File: src/rtl/gpr_sb.sv
// ---------------------------------------------------------------------------
// gpr_sb : general-purpose register file with a pending-write scoreboard.
//
// Two combinational read ports and one clocked write port. Each register
// has a busy bit, set when decode issues an instruction that will write it
// and cleared when that write comes back. Reads of a busy register raise
// stall. An optional same-cycle bypass forwards writeback data to readers.
// Register 0 always reads 0 and is never marked busy.
//
// Ports
//   clk       in   clock, rising edge
//   rst       in   asynchronous active-high reset
//   RegWr     in   writeback enable
//   rw        in   writeback register index
//   busW      in   writeback data
//   ra, rb    in   read port indices
//   busA      out  read data A
//   busB      out  read data B
//   Data_in   out  store data (same value as busB)
//   iss_vld   in   decode issues an instruction that writes iss_rd
//   iss_rd    in   destination of the issuing instruction
//   stall     out  source hazard on ra or rb
//   busy      out  scoreboard vector, bit 0 always 0
//   pend_cnt  out  number of set busy bits
// ---------------------------------------------------------------------------
module gpr_sb #(
   parameter int DW     = 32,
   parameter int AW     = 5,
   parameter bit BYPASS = 1'b1
) (
   input  logic                 clk,
   input  logic                 rst,
   input  logic                 RegWr,
   input  logic [AW-1:0]        rw,
   input  logic [DW-1:0]        busW,
   input  logic [AW-1:0]        ra,
   input  logic [AW-1:0]        rb,
   output logic [DW-1:0]        busA,
   output logic [DW-1:0]        busB,
   output logic [DW-1:0]        Data_in,
   input  logic                 iss_vld,
   input  logic [AW-1:0]        iss_rd,
   output logic                 stall,
   output logic [(1<<AW)-1:0]   busy,
   output logic [AW:0]          pend_cnt
);

   localparam int DEPTH = 1 << AW;

   logic [DW-1:0]    r_regs [DEPTH];
   logic [DEPTH-1:0] r_busy;
   logic [AW:0]      r_pend_cnt;

   logic             w_wr_en;
   logic             w_set;
   logic             w_clr;
   logic             w_inc;
   logic             w_dec;
   logic [DEPTH-1:0] w_busy_nxt;
   logic             w_fwd_a;
   logic             w_fwd_b;
   logic             w_haz_a;
   logic             w_haz_b;
   logic [DW-1:0]    w_rd_a;
   logic [DW-1:0]    w_rd_b;

   assign w_wr_en = RegWr && (rw != '0);
   assign w_set   = iss_vld && (iss_rd != '0);
   assign w_clr   = w_wr_en;

   // ---------------- register array ----------------
   // Entry 0 is reset like the others but never written, so it stays 0.
   always_ff @(posedge clk or posedge rst) begin
      if (rst) begin
         for (int i = 0; i < DEPTH; i++) begin
            r_regs[i] <= '0;
         end
      end else if (w_wr_en) begin
         r_regs[rw] <= busW;
      end
   end

   // ---------------- read ports ----------------
   assign w_fwd_a = BYPASS && w_wr_en && (rw == ra);
   assign w_fwd_b = BYPASS && w_wr_en && (rw == rb);

   always_comb begin
      w_rd_a = '0;
      if (ra != '0) begin
         w_rd_a = w_fwd_a ? busW : r_regs[ra];
      end
   end

   always_comb begin
      w_rd_b = '0;
      if (rb != '0) begin
         w_rd_b = w_fwd_b ? busW : r_regs[rb];
      end
   end

   assign busA    = w_rd_a;
   assign busB    = w_rd_b;
   assign Data_in = w_rd_b;

   // ---------------- scoreboard ----------------
   // Set is applied after clear so a new producer issued in the writeback
   // cycle of the old one keeps the register busy.
   always_comb begin
      w_busy_nxt = r_busy;
      if (w_clr) begin
         w_busy_nxt[rw] = 1'b0;
      end
      if (w_set) begin
         w_busy_nxt[iss_rd] = 1'b1;
      end
      w_busy_nxt[0] = 1'b0;
   end

   // Count tracks the popcount incrementally: a set only adds if the bit
   // was clear, a clear only subtracts if the bit was set and not re-set.
   assign w_inc = w_set && !r_busy[iss_rd];
   assign w_dec = w_clr && r_busy[rw] && !(w_set && (iss_rd == rw));

   always_ff @(posedge clk or posedge rst) begin
      if (rst) begin
         r_busy     <= '0;
         r_pend_cnt <= '0;
      end else begin
         r_busy     <= w_busy_nxt;
         r_pend_cnt <= r_pend_cnt + (AW+1)'(w_inc) - (AW+1)'(w_dec);
      end
   end

   assign busy     = r_busy;
   assign pend_cnt = r_pend_cnt;

   // ---------------- hazard detect ----------------
   // With bypass the writeback cycle itself resolves the hazard; without
   // it the reader must wait until the value is in the array.
   assign w_haz_a = (ra != '0) && r_busy[ra] && !w_fwd_a;
   assign w_haz_b = (rb != '0) && r_busy[rb] && !w_fwd_b;
   assign stall   = w_haz_a || w_haz_b;

endmodule

File: config.mk
export PLATFORM = sky130hd
export DESIGN_NAME = gpr_sb
export DESIGN_NICKNAME = d
export VERILOG_FILES = /design/src/rtl/gpr_sb.sv
export SDC_FILE = /design/constraint.sdc
export NUM_CORES = 2
export LEC_CHECK = 0
export BUFFER_PORTS_ARGS = -buffer_cell sky130_fd_sc_hd__buf_2
export CORE_MARGIN = 4
export CORE_UTILIZATION = 44
export DETAILED_ROUTE_END_ITERATION = 8
export SLEW_MARGIN = 20
export SYNTH_ARGS = -nofsm -noshare
export SYNTH_HDL_FRONTEND = slang
export SYNTH_SLANG_ARGS = --single-unit
File: constraint.sdc
create_clock -name clk -period 40.4 [get_ports clk]
set_input_delay 12.12 -clock clk [delete_from_list [all_inputs] [get_ports clk]]
set_output_delay 12.12 -clock clk [all_outputs]
set_load 0.02 [all_outputs]
==> results.cfg <==
[synthesis]
synth_seq_cells = 1061
synth-edff-count = 0
synth_xor_area_share_pct = 0.303
yosysWarnings = 0
synthFlopType = dfrtp_1
synth_top_family_by_area = multiplexers
synthAdderAreaFrac_pct = 0.164
avgSynthCellArea_sq_um = 14.4
async_flop_share_pct = 100
ys_seq_area_share_pct = 45.9
netlist_area_sq_mm = 0.0578
synth_fp_nets = 4093
synth-compound-area-share_pct = 6.83
synth_cell_type_count = 58
postSynthCellCount = 4030
synth-simple-area-share_pct = 1.59
synth.mux.area_fraction_pct = 41.1

[detailed_routing]
ant_nets = 0
routed_wl_mm = 186
drc = 0
num_vias = 37927
vias_per_cell = 6.56
drt_pass1_iterations = 5
drtIter0Drc = 3636
routedWlPerCell_microns = 32.2

[sta]
layout_min_cycle_time_ps = 28840
rsz0062_at_grt = no
setup_tns_ps = 0
fmax_mhz = 34.7
hold_violations = 0
period_share_pct = 71.4
slew_headroom_pct = 23.5
finalClockSkew_ps = 8.38
setup_violations = 0
slew_viol_final = 0
holdWs_ps = 390
worstMarginPinSlew_ps = 1140

[layout]
layout.cells.most_common_list = dfrtp_1 (1061), mux2_2 (868), mux4_2 (434)
syn2layout_area_growth_pct = 10.2
drive_above_1_share_pct = 45.3
layout_commonest_cell = dfrtp_1
fin_nets = 4004

[cts]
cts_hold_buf = 0
cts_setup_buffers = 0
clock-root-buffer = clkbuf_16
cts_sinks = 1061
numCtsBuffers = 118
cts_buffer_depth = 3
cts_max_level = 3
worstSkewPairLatency_ps = 730
cts_tree = built
clkSlewWorstSetupHoldPaths_ps = 50
cts_resized = 0

[power_and_ir_drop]
peakVddDrop_uv = 42.4
p_leak_nw = 27.9
pwr_density_cell_mw_per_mm2 = 50.8

[job]
cap_violations = 0

[placement]
port_buffers = 189
place.gp.congestion = 0.783
dp_hpwl_mm = 103

[global_routing]
grt_pass1_wl_mm = 276
grtUsageTotal_pct = 27.2
grt_pass1_vias = 38993
grt.overflow.total = 0
grt_max_degree = 140
antenna_found_initial = 4

[hold_path]
hold_path_class = flop to flop

[worst_setup_path]
cp-end-kind = output port
worstSetupPathType = input port to output port
crit_fanout = 54
crit_required_ps = 28280
crit_path_start_kind = input port
worstPathArrival_ps = 16720

[floorplan]
io_pins = 191
initial_core_util_pct = 44.5
std_cell_rows = 132
die_x_microns = 371
die_h_microns = 371
die_area_sq_mm = 0.137
core_sq_mm = 0.130

[outcome]
status = completed
[critical path, cell delays in order]
cell and delay [ps]:
buf_8 460, buf_4 730, buf_4 880, buf_4 860, mux2i_1 180, a221oi_1 370, o21ai_0 140, a211oi_1 380
a211o_1 220, buf_2 190
[per-layer routing]
layer / part of all wire, % / up-vias / global-route usage [%]
li1: - / 15506 / -
met5: 0.0070 / - / 0
met1: 43 / 20701 / 38.8
met3: 6.5 / 324 / 4.55
met4: 3.2 / 2 / 7.90
met2: 47 / 1394 / 43.0
[worst paths after layout]
check                                         from                 endpoint  slack, ps  cells past startpoint
hold / removal             r_regs[998]$_DFFE_PP0P_  r_regs[998]$_DFFE_PP0P_        390                      0
min in group asynchronous                      rst  r_regs[539]$_DFFE_PP0P_      11530                      2
hold reg to reg            r_regs[998]$_DFFE_PP0P_  r_regs[998]$_DFFE_PP0P_        390                      0
setup / recovery                             rb[0]              Data_in[22]      11560                     10
setup reg to reg                busy[28]$_DFF_PP0_    pend_cnt[4]$_DFF_PP0_      37300                     14
max in group asynchronous                      rst  r_regs[998]$_DFFE_PP0P_      25160                      6
[cells by family (layout without fill, tap and decap cells)]
family | count (synthesis) | count (layout)
mux | 1706 | 1706
flops | 1061 | 1061
compound gates | 544 | 544
buf+inv | 512 | 521
simple gates | 179 | 179
xor+xnor | 20 | 20
fa+ha+maj | 7 | 7
other cells | 1 | 2
[power breakdown]
group	switching, mW	total (mW)	leakage (nW)	internal (mW)
clock	0.459	1.11	1.98	0.651
combinational	0.313	0.702	12.3	0.389
sequential	0.158	1.43	13.6	1.27
[cell type report]
type,count,area [sq um]
clock inverter,41,493
inverter,20,78.8
antenna,1,2.50
tap,1742,2180
multi-input combinational,2457,29200
clock buffer,177,3520
sequential,1061,26600
timing repair buffer,283,1740
fill,11252,66300
[registers in the layout (all words and copies together), names as in the netlist]
register	count
r_regs	1024
busy	31
pend_cnt	6
[per-stage QoR]
stage / setup WS (ps) / std cells / util, % / instance area, sq um / total power, mW
2_1_floorplan: 13650 / 4030 / - / 57800 / 1.96
3_3_place_gp: 11430 / 5563 / 45.9 / 59700 / 2.12
3_5_place_dp: 11380 / 5563 / 45.9 / 59700 / 2.14
4_1_cts: 11390 / 5781 / 49.0 / 63700 / 3.26
5_1_grt: 11070 / 5781 / 49.0 / 63700 / 3.39
6_report: 11560 / 5782 / 49.0 / 63700 / 3.24
[cell usage after synthesis, drive strengths merged, types with 31 or more instances]
cell    number  share of area (%)
dfrtp     1061                 46
mux2       998                 19
mux4       434                 17
mux2i      274                4.7
clkbuf     252                1.6
buf        240                2.3
a22oi       95                1.2
a221oi      86                1.3
a21oi       75               0.65
o21ai       63               0.55
a211o       60               0.91
a211oi      53               0.69
nand2       36               0.23
o22ai       34               0.37
nor3        31               0.27
Note: power is estimated with default switching activity, not from simulation.
